File: src/rtl/phase_ctrl_pkg.sv
// phase_ctrl_pkg: state encoding and phase codes shared by the sequencing controller.
package phase_ctrl_pkg;
  typedef enum logic [2:0] {
    S_IDLE, S_FETCH, S_DECODE, S_EXEC, S_MEM, S_STORE, S_HALT, S_ERR
  } ctrl_state_t;
  localparam logic [1:0] PH_FETCH  = 2'b00;
  localparam logic [1:0] PH_DECODE = 2'b01;
  localparam logic [1:0] PH_EXEC   = 2'b10;
  localparam logic [1:0] PH_STORE  = 2'b11;
endpackage

File: src/rtl/phase_controller_wait_timer.sv
// wait_timer: clearable saturating memory wait counter; expired flags the last allowed wait cycle.
module wait_timer #(
  parameter int TIMEOUT = 15
) (
  input  logic clk,
  input  logic reset,
  input  logic i_clr,
  input  logic i_inc,
  output logic o_expired
);
  localparam int W = (TIMEOUT > 0) ? $clog2(TIMEOUT + 1) : 1;
  localparam logic [W-1:0] LIMIT = W'(TIMEOUT);
  logic [W-1:0] r_cnt;
  always_ff @(posedge clk or negedge reset)
    if (!reset) r_cnt <= '0;
    else if (i_clr) r_cnt <= '0;
    else if (i_inc && r_cnt != LIMIT) r_cnt <= r_cnt + W'(1);
  // TIMEOUT of 0 disables the time-out entirely
  assign o_expired = (TIMEOUT != 0) && (r_cnt == LIMIT);
endmodule

File: src/rtl/phase_controller.sv
// phase_controller: multi-cycle instruction sequencer with memory handshake and time-out.
// Optional debug single-step mode is enabled by defining PHASE_CTRL_STEP_EN.
module phase_controller
  import phase_ctrl_pkg::*;
#(
  parameter int TIMEOUT = 15,
  parameter int CNT_W   = 16
) (
  input  logic             clk,
  input  logic             reset,
  input  logic             run,
  input  logic             dbg_mode,
  input  logic             step,
  input  logic             is_halt,
  input  logic             needs_mem,
  input  logic             is_store,
  input  logic             mem_ack,
  output logic             mem_req,
  output logic             mem_we,
  output logic             ir_load,
  output logic             alu_en,
  output logic             reg_we,
  output logic             pc_inc,
  output logic [1:0]       phase,
  output logic             halted,
  output logic             bus_err,
  output logic [CNT_W-1:0] instr_count
);
  ctrl_state_t      r_state, w_next;
  logic             r_needs_mem, r_is_store;
  logic [CNT_W-1:0] r_count;
  logic             w_dbg, w_step, w_expired;
`ifdef PHASE_CTRL_STEP_EN
  assign w_dbg  = dbg_mode;
  assign w_step = step;
`else
  logic w_unused;
  assign w_unused = dbg_mode ^ step;
  assign w_dbg    = 1'b0;
  assign w_step   = 1'b0;
`endif
  wait_timer #(.TIMEOUT(TIMEOUT)) u_timer (
    .clk      (clk),
    .reset    (reset),
    .i_clr    (!mem_req || mem_ack),
    .i_inc    (mem_req && !mem_ack),
    .o_expired(w_expired)
  );
  always_ff @(posedge clk or negedge reset)
    if (!reset) begin
      r_state     <= S_IDLE;
      r_needs_mem <= 1'b0;
      r_is_store  <= 1'b0;
      r_count     <= '0;
    end else begin
      r_state <= w_next;
      if (r_state == S_DECODE) begin
        r_needs_mem <= needs_mem;
        r_is_store  <= is_store;
      end
      if (r_state == S_STORE) r_count <= r_count + CNT_W'(1);
    end
  always_comb begin
    w_next  = r_state;
    mem_req = 1'b0;
    mem_we  = 1'b0;
    ir_load = 1'b0;
    alu_en  = 1'b0;
    reg_we  = 1'b0;
    pc_inc  = 1'b0;
    phase   = PH_STORE;
    halted  = 1'b0;
    bus_err = 1'b0;
    case (r_state)
      S_IDLE:   w_next = (run && (!w_dbg || w_step)) ? S_FETCH : S_IDLE;
      S_FETCH: begin
        mem_req = 1'b1;
        ir_load = mem_ack;
        phase   = PH_FETCH;
        w_next  = mem_ack ? S_DECODE : w_expired ? S_ERR : S_FETCH;
      end
      S_DECODE: begin
        phase  = PH_DECODE;
        w_next = is_halt ? S_HALT : S_EXEC;
      end
      S_EXEC: begin
        alu_en = 1'b1;
        phase  = PH_EXEC;
        w_next = r_needs_mem ? S_MEM : S_STORE;
      end
      S_MEM: begin
        mem_req = 1'b1;
        mem_we  = r_is_store;
        phase   = PH_EXEC;
        w_next  = mem_ack ? S_STORE : w_expired ? S_ERR : S_MEM;
      end
      S_STORE: begin
        pc_inc = 1'b1;
        reg_we = !r_is_store;
        w_next = (run && !w_dbg) ? S_FETCH : S_IDLE;
      end
      S_HALT:   halted  = 1'b1;
      S_ERR:    bus_err = 1'b1;
      default:  w_next  = S_IDLE;
    endcase
  end
  assign instr_count = r_count;
endmodule

File: config.mk
export PLATFORM = sky130hd
export DESIGN_NAME = phase_controller
export DESIGN_NICKNAME = d
export VERILOG_FILES = /design/src/rtl/phase_ctrl_pkg.sv /design/src/rtl/phase_controller_wait_timer.sv /design/src/rtl/phase_controller.sv
export SDC_FILE = /design/constraint.sdc
export NUM_CORES = 1
export LEC_CHECK = 0
export BUFFER_PORTS_ARGS = -buffer_cell sky130_fd_sc_hd__buf_2
export CAP_MARGIN = 20
export CORE_UTILIZATION = 48
export CTS_BUF_LIST = sky130_fd_sc_hd__clkbuf_8
export DETAILED_ROUTE_END_ITERATION = 6
export PLACE_DENSITY = 0.78
export SYNTH_ARGS = -nofsm -noshare
export SYNTH_HDL_FRONTEND = slang
export SYNTH_SLANG_ARGS = --single-unit
File: constraint.sdc
create_clock -name clk -period 1.4 [get_ports clk]
set_input_delay 0.28 -clock clk [delete_from_list [all_inputs] [get_ports clk]]
set_output_delay 0.28 -clock clk [all_outputs]
set_load 0.02 [all_outputs]
# Word-level counts from Yosys, hierarchy flattened
# Cells that the tools add are included.
# word_totals
mem_bits_rw	0
mem_bits_ro	0
regBits	25
latch_bits	0
word_cells	47
out_inout_bits	26
memories	0
# classes
shift	0
n_mul	0
div	0
bitwise_logic	0
n_mux	19
order_cmp	0
reduce_logical	12
eq_ne	9
addsub	2
# ops
op	count
adder 16 x 1 -> 16 bit (second input constant)	1
one-hot mux 3 bit (5 select lines)	1
equality test 3 bit (second input constant)	4
two-way mux 1 bit	10
two-way mux 3 bit	3
two-way mux 4 bit	2
equality test 3 x 2 -> 1 bit (second input constant)	2
one-hot mux 2 bit (3 select lines)	1
OR reduction 2 bit	3
nonzero test 5 bit	1
adder 4 x 1 -> 4 bit (second input constant)	1
equality test 4 bit (second input constant)	1
two-way mux 2 bit	2
inequality test 4 bit (second input constant)	1
equality test 3 x 1 -> 1 bit (second input constant)	1
zero test 1 bit	3
zero test 3 bit	1
logical AND 1 bit	2
nonzero test 2 bit	1
logical OR 1 bit	1

# Logic depth before layout (Yosys ltp)
# Gate-level depths: netlist (run 1).
# depth
depth_word	7
depth_mapped	5
depth_no_buf	5

# Modules after synthesis
# Synthesis (run 1) repeated with hierarchy kept, for this count alone.
# unflattened
cells_unflattened	128
area_unflattened_um2	1313.8
# by_module_without_submodules
module	instances	seq_area_each_um2	area_per_inst_um2	cells_each
phase_controller	1	525.5	1084.8	108
wait_timer	1	100.1	229.0	20

# Worst setup path after synthesis (run 1)
# No wires, ideal clock.
# synth_path
kind	register to register
from	register r_count[0] (netlist: instr_count[0])
to	register r_count[12] (netlist: instr_count[12])
arrival_time_ns	1.403
required_time_ns	1.271
synth_period_minus_slack_ns	1.532
stages_incl_launch_ff	6
path_slack_ns	-0.132
path_cell_list	dfrtp_1 ha_1 nand3_1 nor4_4 nand3_1 xnor2_1
# synth_between
elab_chain_len	1
# synth_rtl
item	line	text
start, declared	phase_controller.sv:31	logic [CNT_W-1:0] r_count;
start signal, assigned	phase_controller.sv:61	if (r_state == S_STORE) r_count <= r_count + CNT_W'(1);
adder 16 x 1 -> 16 bit	phase_controller.sv:61	
# Every way passes these cells.
# A chain may end at the register's enable or synchronous reset.

# Worst setup path in the final report (run 1)
# layout_path
from	register r_state[0]
to	output port halted
# layout_between
elab_chain_len	2
# layout_rtl
item	line	text
start, declared	phase_controller.sv:29	ctrl_state_t r_state, w_next;
start signal, assigned	phase_controller.sv:56	r_state <= w_next;
equality test 3 bit	phase_controller.sv:74	case (r_state)
two-way mux 1 bit	phase_controller.sv:74	
end, declared	phase_controller.sv:25	output logic halted,
# Every way passes these cells.

==> out/metrics.yaml, run 1 <==
initialDrtViolationCount: 12
grt_first_pass_wirelength_um: 4810
yosysSeqAreaShare_pct: 49.4
vias: 1115
portBuffers: 32
die_w_um: 53.4
tns_ps: -2110
netlist_instances: 120
whs_ps: -12.0
htree_levels: 1
fin_crit_ps: 1640
area_growth_syn_to_layout_pct: 50.5
required_ps: 1120
worstSetupPathType: "reg -> out"
synth.distinct_cells: 31
worst_ep_arrival_time_ps: 1360
pre_cts_ws_ps: 10.9
syn_avg_cell_area_um2: 10.6
dp_cells: 189
cp-start-kind: "flop"
yosys_warnings: 0
leakage_nw: 0.943
p_total_mw: 3.89
cts-root-buf: "clkbuf_8"
drc: 0
async_flop_share_pct: 100
antennaDiodeCount: 0
r2r_end: "u_timer.r_cnt[3]$_DFFE_PN0P_"
reg2reg_slack_ps: -90
num_rows: 18
cts_hold_buf: 0
grt_usage_pct: 24.0
outcome: "finished, violations left"
synth.most_common_cell: "dfrtp_1"
syn_area_mm2: 0.00127
tightest_slew_ps: 554
drive_above_1_share_pct: 50.6
start_util_pct: 51.1
vias_per_cell: 5.36
syn-num-nets: 131
hold_viol_final: 25
die-area_mm2: 0.00285
min_path_type: "in -> async"
max_freq_mhz: 609
numCtsBuffers: 3
fill_cells: 177
cp-end-kind: "output pin"
firstDrtPassIters: 4
worstSetupStartpoint: "r_state[0]$_DFFE_PN0P_"
yosys.area.top_type: "dfrtp_1"
io_pins: 35
post-route-period-util_pct: 117
routed_wirelength_um: 3170
slew_headroom_pct: 63.1
synthTopCellsByArea: "dfrtp_1 (49%), xnor2_1 (7.6%), xor2_1 (4.8%)"
slowest_stage: "dfrtp_2"
crit_chain: "buf_12 > nand2b_4 > buf_4 > nor2_4 > buf_6"
clkLatencyLatePin_ps: 270
setup_viol: 18
antenna_found_initial: 0
layout_setup_ws_ps: -242
routedWlPerCell_um: 15.3
cts.clk_slew.worst_paths_ps: 90
cts_tree: "built"
synth_common_cells: "dfrtp_1 (25), nand2_1 (13), xnor2_1 (11)"
rsz0062_at_grt: "yes"
drtAntennaViolNets: 0
violations: "hold timing, setup timing"
reg2reg_from: "r_state[2]$_DFFE_PN0P_"
clk_path_buf_depth: 2
gp_congestion: 0.816
cap_violations: 0
p_per_area_mw_per_mm2: 2040
max-vdd-ir-drop_mv: 2.04
skew_ps: 4.11
worstSetupEndpoint: "halted"
synth_edf_count: 0
finalMaxSlewViolations: 0
layout.nets: 190
path_max_fanout: 5
ys_ff_latch: 25
core_mm2: 0.00248
synth_ff_type: "dfrtp_1"
cp_slowest_stage_delay_ps: 440
finalNonFillerCells: 208
grt_pass1_vias: 1152
netlist.area_leader.share_pct: 49.4
numClockSinks: 25
grt-ovfl-total: 0
grt_max_degree: 26
place_hpwl_um: 1910
chipHeight_um: 53.4
reg2reg_depth: 7
==> layer usage <==
layer	up-vias	wire length (um)	GRT usage, %
met5	-	0	0
met3	11	131	4.60
met4	0	91	13.2
met1	538	1210	24.9
li1	527	-	-
met2	39	1750	44.2
==> final cells by class <==
cell class	count	area (um2)	share of cell area, %
Clock buffer	3	41.3	2.17
Inverter	4	15.0	0.788
Timing Repair Buffer	57	458	24.0
Clock inverter	1	7.51	0.394
Multi-Input combinational cell	88	713	37.4
Tap cell	30	37.5	1.97
Sequential cell	25	633	33.2
==> kinds of logic (layout without fill, tap and decap cells) <==
| logic type | count (synthesis) | count (layout) | synth area share [%] |
|---|---|---|---|
| AND/OR/NAND/NOR | 53 | 53 | 24.3 |
| XOR/XNOR | 18 | 18 | 12.5 |
| adder cells (fa/ha/maj) | 2 | 2 | 1.98 |
| flip-flops | 25 | 25 | 49.4 |
| AO/OA/AOI/OAI | 11 | 11 | 5.14 |
| buffers and inverters | 7 | 65 | 3.36 |
| multiplexers | 4 | 4 | 3.36 |
==> sequential cells by signal (all words and copies together), names as in the netlist <==
| name | cells |
|---|---|
| u_timer.r_cnt | 4 |
| r_is_store | 1 |
| r_needs_mem | 1 |
| instr_count | 16 |
| r_state | 3 |
==> where the power goes <==
part	switching (mW)	leakage [nW]	internal, mW	total [mW]
combinational	1.14	0.598	1.22	2.36
clock	0.237	0.0217	0.202	0.438
sequential	0.195	0.323	0.896	1.09
total	1.57	0.943	2.32	3.89
==> worst min-delay path by stage <==
stage / startpoint / end / slack [ps]
finish: reset / r_is_store$_DFFE_PN0N_ / -10
global route: reset / u_timer.r_cnt[3]$_DFFE_PN0P_ / 30
CTS: reset / instr_count[7]$_DFFE_PN0N_ / 4
detailed placement: reset / instr_count[4]$_DFFE_PN0N_ / 300
global placement: reset / instr_count[3]$_DFFE_PN0N_ / 290
floorplan: reset / instr_count[0]$_DFFE_PN0N_ / -20
==> repair_timing <==
item,4_1_cts,5_1_grt
buffers inserted,9,7
cloned,0,0
endpoints found under the setup margin,12,30
resized for setup,29,21
pin swaps,9,9
==> per-stage QoR <==
step,util (%),hold slack (ps),area (um2)
after detailed placement,62.5,298,1550
after floorplan,-,-15.6,1280
after CTS,71.4,4.27,1770
final,76.9,-12.0,1910
after global routing,76.9,32.2,1910
after global placement,62.5,288,1550
==> cell usage in the layout, fill, tap and decap left out, types with 2 or more instances in the layout <==
cell      Yosys  final
clkbuf_8      0      3
inv_1         4      3
buf_4         0     22
o22ai_1       2      2
buf_6         2     10
nor2_1       10      8
dfrtp_1      25     19
nand2_1      13     12
buf_2         1     21
xor2_1        7      7
buf_12        0      3
mux2i_1       2      2
o21ai_0       2      2
a21oi_1       4      3
nand2b_4      2      2
nor2_4        0      3
dfrtp_2       0      6
nand3_1       7      5
nor3_2        0      2
xnor2_1      11     11
mux2_4        0      2
nand4_1       4      4
nor3_4        0      2
==> worst max-delay path, delay by kind of cell, from the launching register on <==
family,cells,cell delay (ps)
flops,1,440
buf+inv,3,410
simple gates,2,230
No activity file was read; power rests on OpenSTA's default activity.
==> run 2: changes to the inputs <==
Settings changed: ABC_AREA set to 1, CORE_UTILIZATION 48 to 50, PLACE_DENSITY 0.78 to 0.79.
==> out/metrics.yaml, run 2 <==
leakage_nw: 1.21  # +28%
vias_per_cell: 5.56  # +3.8%
post-route-period-util_pct: 118  # +0.86 points
syn_area_mm2: 0.00145  # +14%
max_freq_mhz: 605  # -0.72%
fill_cells: 166  # -6.2%
chipHeight_um: 55.8  # +4.5%
fin_crit_ps: 1650  # +12.0 ps
syn-num-nets: 210  # +60%
rsz0062_at_grt: "yes"
antennaDiodeCount: 0  # unchanged
start_util_pct: 52.5  # +1.3 points
clkLatencyLatePin_ps: 280  # about the same
synth.distinct_cells: 24  # -23%
cap_violations: 0  # unchanged
path_max_fanout: 5  # unchanged
grt-ovfl-total: 0  # unchanged
synth_common_cells: "nand2_1 (65), inv_1 (29), dfrtp_1 (25)"
yosysSeqAreaShare_pct: 43.3  # -6.2 points
antenna_found_initial: 0  # unchanged
htree_levels: 1  # unchanged
final_cell_mix: "nand2_1 (53), inv_1 (27), buf_4 (27), dfrtp_1 (23), buf_2 (22)"
tightest_slew_ps: 577  # +23.6 ps
die-area_mm2: 0.00311  # +9.3%
swShare_pct: 22.8  # -17 points
layout_setup_ws_ps: -254  # -12.0 ps
p_per_area_mw_per_mm2: 558  # -73%
place_hpwl_um: 2260  # +18%
slew_headroom_pct: 61.5  # -1.6 points
synth_ff_type: "dfrtp_1"
synthTopCellsByArea: "dfrtp_1 (43%), nand2_1 (17%), inv_1 (7.5%)"
netlist_instances: 199  # +66%
cp_slowest_stage_delay_ps: 430  # about the same
async_flop_share_pct: 100  # unchanged
p_total_mw: 1.21  # -69%
yosys.area.top_type: "dfrtp_1"
fin_area_mm2: 0.00216  # +13%
post_dp_cell_area_mm2: 0.00174  # +12%
internal_power_mw: 0.930  # -60%
seqPwrFrac_pct: 60.3  # +32 points
num_rows: 19  # +1
portBuffers: 32  # unchanged
grt_pass1_vias: 1392  # +21%
hold_viol_final: 19  # -24%
routedWlPerCell_um: 15.6  # +2.3%
grt_max_degree: 26  # unchanged
regArea_um2: 628  # -0.79%
cp-start-kind: "flop"
cts_tree: "built"
finalMaxSlewViolations: 0  # unchanged
grt_usage_pct: 25.6  # +1.7 points
synth.most_common_cell: "nand2_1"
cts-root-buf: "clkbuf_8"
tns_ps: -3100  # -992 ps
drtAntennaViolNets: 0  # unchanged
synth_edf_count: 0  # unchanged
skew_ps: 5.14  # +1.03 ps
numCtsBuffers: 3  # unchanged
gp_congestion: 0.855  # +4.7%
die_w_um: 55.8  # +4.5%
firstDrtPassIters: 4  # unchanged
clk_path_buf_depth: 2  # unchanged
min_path_type: "in -> async"
cts.clk_slew.worst_paths_ps: 90  # about the same
ys_ff_latch: 25  # unchanged
layout.nets: 277  # +46%
outcome: "finished, violations left"
drc: 0  # unchanged
violations: "hold timing, setup timing"
multi_input_area_um2: 822  # +15%
pre_cts_ws_ps: 39.2  # +28.3 ps
whs_ps: -9.23  # +2.81 ps
slowest_stage: "dfrtp_1"
yosys_warnings: 0  # unchanged
numClockSinks: 25  # unchanged
worstSetupPathType: "reg -> out"
dp_cells: 274  # +45%
vias: 1647  # +48%
p_sw_mw: 0.275  # -82%
cp-end-kind: "output pin"
utilization_pct: 78.3  # +1.4 points
core_mm2: 0.00276  # +11%
drive_above_1_share_pct: 41.1  # -9.4 points
grt_first_pass_wirelength_um: 6160  # +28%
setup_viol: 22  # +4
area_growth_syn_to_layout_pct: 49.3
finalNonFillerCells: 296  # +42%
clkPwrFrac_pct: 37.0  # +26 points
combPwrFrac_pct: 2.7  # -58 points
worst_ep_arrival_time_ps: 1370  # about the same
final_common_cell: "nand2_1"
syn_avg_cell_area_um2: 7.27  # -31%
routed_wirelength_um: 4620  # +46%
netlist.area_leader.share_pct: 43.3  # -6.2 points
largest_reg_flops: 16  # unchanged
initialDrtViolationCount: 84  # +72
max-vdd-ir-drop_mv: 0.611  # -70%
io_pins: 35  # unchanged
crit_chain: "inv_4 > nor2_2 > inv_1 > nand2_2 > nand3b_1 > buf_6"
required_ps: 1120  # about the same
-- run 2: logic make-up after synthesis --
family | count (synthesis) | synth area share, %
xor gates and xnor gates | 8 | 4.84
AOI/OAI and AO/OA | 13 | 4.67
buffers and inverters | 35 | 9.69
and+or+nand+nor | 116 | 35.8
DFF | 25 | 43.3
adders and majority gates | 2 | 1.73
-- run 2: routing by layer --
metal  global-route usage (%)  routed length [um]  vias up
met5                        0                   0        -
met1                     34.4                1810      791
met4                     11.8                 173        0
li1                         -                   -      749
met3                     5.35                 339       18
met2                     39.9                2300       89
-- run 2: repair_timing --
item	4_1_cts	5_1_grt
gates cloned	0	0
pin swaps	5	10
endpoints found under the setup margin	10	28
setup buffers	13	6
gates resized for setup	32	38
hold buffers	0	0
-- run 2: path summary, 6_finish.rpt --
path                                             start                          end  slack, ps  depth (start not counted)
setup / recovery                r_state[1]$_DFFE_PN0P_                     phase[1]       -250                          6
hold / removal                                   reset  instr_count[12]$_DFFE_PN0N_         -9                          1
setup reg to reg                r_state[1]$_DFFE_PN0P_  instr_count[10]$_DFFE_PN0N_       -210                          8
hold reg to reg            instr_count[11]$_DFFE_PN0N_  instr_count[11]$_DFFE_PN0N_        530                          2
max in group asynchronous                        reset       r_state[0]$_DFFE_PN0P_       1000                          1
min in group clk                              is_store       r_is_store$_DFFE_PN0N_        250                          3
-- run 2: cell type report --
| class | instances | area share (%) |
|---|---|---|
| clock buffers | 3 | 1.91 |
| multi-input cells | 139 | 38.1 |
| well taps | 31 | 1.80 |
| clock inverters | 1 | 0.174 |
| repair buffers | 64 | 22.9 |
| inverters | 33 | 6.08 |
| flip-flops and latches | 25 | 29.1 |
-- run 2: power by group through the flow --
stage,registers [mW],logic (mW),clock network [mW]
detailed placement,0.740,0.0297,0
global placement,0.740,0.0292,0
floorplan,0.740,0.00588,0
CTS,0.726,0.0298,0.423
global route,0.727,0.0373,0.473
finish,0.727,0.0328,0.446
-- run 2: worst max-delay path: cells and delay by family (launching register included) --
kind | cells | cell delay (ps)
buffers and inverters | 3 | 330
flip-flops | 1 | 430
AND/OR/NAND/NOR | 3 | 340
==> run 3: changes to the inputs <==
Settings changed: SKIP_LAST_GASP set to 1.
==> out/metrics.yaml, run 3 (same netlist as run 2, synthesis figures left out) <==
grt_max_degree: 26  # unchanged
cts.clk_slew.worst_paths_ps: 80  # about the same
hold_viol_final: 21  # +2
htree_levels: 1  # unchanged
outcome: "finished, violations left"
numCtsBuffers: 3  # unchanged
routedWlPerCell_um: 13.8  # -11%
die_w_um: 55.8  # unchanged
worstSetupPathType: "reg -> out"
cts-root-buf: "clkbuf_8"
antennaDiodeCount: 0  # unchanged
worst_ep_arrival_time_ps: 1350  # -20 ps
drtAntennaViolNets: 0  # unchanged
place_hpwl_um: 2260  # unchanged
path_max_fanout: 6  # +1
clkLatencyLatePin_ps: 270  # about the same
wl_met2_um: 2010  # -12%
max_freq_mhz: 614  # +1.6%
vias: 1561  # -5.2%
cts_tree: "built"
max-vdd-ir-drop_mv: 0.876  # +43%
io_pins: 35  # unchanged
slowest_stage: "dfrtp_2"
drc: 0  # unchanged
routed.top_layer: "met4"
numClockSinks: 25  # unchanged
cp_slowest_stage_delay_ps: 460  # +30 ps
finalMaxSlewViolations: 0  # unchanged
rsz0062_at_grt: "yes"
cts_hold_buf: 0  # unchanged
whs_ps: -4.81  # +4.42 ps
start_util_pct: 52.5  # unchanged
layout_setup_ws_ps: -228  # +26.1 ps
largest_reg_flops: 16  # unchanged
drt-met1-wl_um: 1770  # -2.4%
cp-start-kind: "flop"
core_mm2: 0.00276  # unchanged
final_common_cell: "nand2_1"
area_growth_syn_to_layout_pct: 44.7
layout.nets: 279  # +0.72%
fin_area_mm2: 0.00209  # -3.1%
p_per_area_mw_per_mm2: 565  # +1.2%
tightest_slew_ps: 574  # -3.12 ps
grt_usage_pct: 24.9  # -0.70 points
fin_crit_ps: 1630  # -26.1 ps
drive_above_1_share_pct: 36.3  # -4.8 points
chipHeight_um: 55.8  # unchanged
cp-end-kind: "output pin"
min_path_type: "in -> async"
gp_congestion: 0.855  # unchanged
die-area_mm2: 0.00311  # unchanged
crit_chain: "inv_2 > nand3_2 > nand2_2 > inv_2 > nand2_2 > nand3b_1 > buf_6"
post-route-period-util_pct: 116  # -1.9 points
finalNonFillerCells: 298  # +0.68%
cap_violations: 0  # unchanged
grt-ovfl-total: 0  # unchanged
routed_wirelength_um: 4130  # -11%
post_dp_cell_area_mm2: 0.00174  # unchanged
initialDrtViolationCount: 80  # -4.8%
violations: "hold timing, setup timing"
final_cell_mix: "nand2_1 (60), buf_4 (32), inv_1 (28), dfrtp_1 (23), buf_2 (22)"
num_rows: 19  # unchanged
setup_viol: 22  # unchanged
slew_headroom_pct: 61.7  # +0.21 points
required_ps: 1120  # about the same
vias_per_cell: 5.24  # -5.9%
antenna_found_initial: 0  # unchanged
leakage_nw: 1.19  # -1.5%
tns_ps: -2630  # +470 ps
portBuffers: 32  # unchanged
firstDrtPassIters: 4  # unchanged
utilization_pct: 75.9  # -2.4 points
clk_path_buf_depth: 2  # unchanged
p_total_mw: 1.18  # -2.0%
grt_first_pass_wirelength_um: 6040  # -2.0%
dp_cells: 274  # unchanged
wl_met3_um: 282  # -17%
grt_pass1_vias: 1351  # -2.9%
skew_ps: 1.07  # -4.07 ps
-- run 3: critical path: cells and delay by family, from the launching register on --
kind                   cells  cell delay [ps]
buffers and inverters      3              290
DFF                        1              460
and+or+nand+nor            4              330
-- run 3: layer usage --
metal	up-vias	GRT usage [%]
li1	753	-
met1	720	33.3
met2	80	40.6
met3	8	5.58
met4	0	7.50
met5	-	0
-- run 3: through the flow --
| stage | hold slack (ps) | worst slack (ps) |
|---|---|---|
| finish | -4.81 | -228 |
| global route | 40.4 | -290 |
| CTS | 6.06 | -179 |
| detailed placement | 298 | 39.2 |
| global placement | 295 | 45.9 |
| floorplan | -15.6 | 0.906 |
-- run 3: area by class of cell --
class | instances | area (um2)
multi-input combinational | 139 | 758
sequential | 25 | 628
timing repair buffer | 66 | 494
inverter | 33 | 129
clock inverter | 1 | 3.75
fill | 179 | 664
clock buffer | 3 | 41.3
tap | 31 | 38.8
-- run 3: final timing paths --
kind,start,endpoint,slack (ps),depth (start not counted)
setup / recovery,r_state[0]$_DFFE_PN0P_,phase[1],-230,7
hold / removal,reset,instr_count[12]$_DFFE_PN0N_,-5,1
setup reg to reg,r_state[1]$_DFFE_PN0P_,instr_count[5]$_DFFE_PN0N_,-140,8
hold reg to reg,instr_count[15]$_DFFE_PN0N_,instr_count[15]$_DFFE_PN0N_,530,2
max in group asynchronous,reset,r_state[0]$_DFFE_PN0P_,990,1
min in group clk,is_store,r_is_store$_DFFE_PN0N_,250,3
-- run 3: power breakdown --
part	total [mW]	switching, mW	internal, mW
Sequential	0.726	0.00158	0.724
Combinational	0.0298	0.0217	0.00812
Clock	0.426	0.230	0.197
Total	1.18	0.253	0.929
-- run 3: timing repair --
item                       CTS  global route
pin swaps                    5             3
buffers inserted            13             7
setup endpoints to repair   10            28
resized for setup           27            20
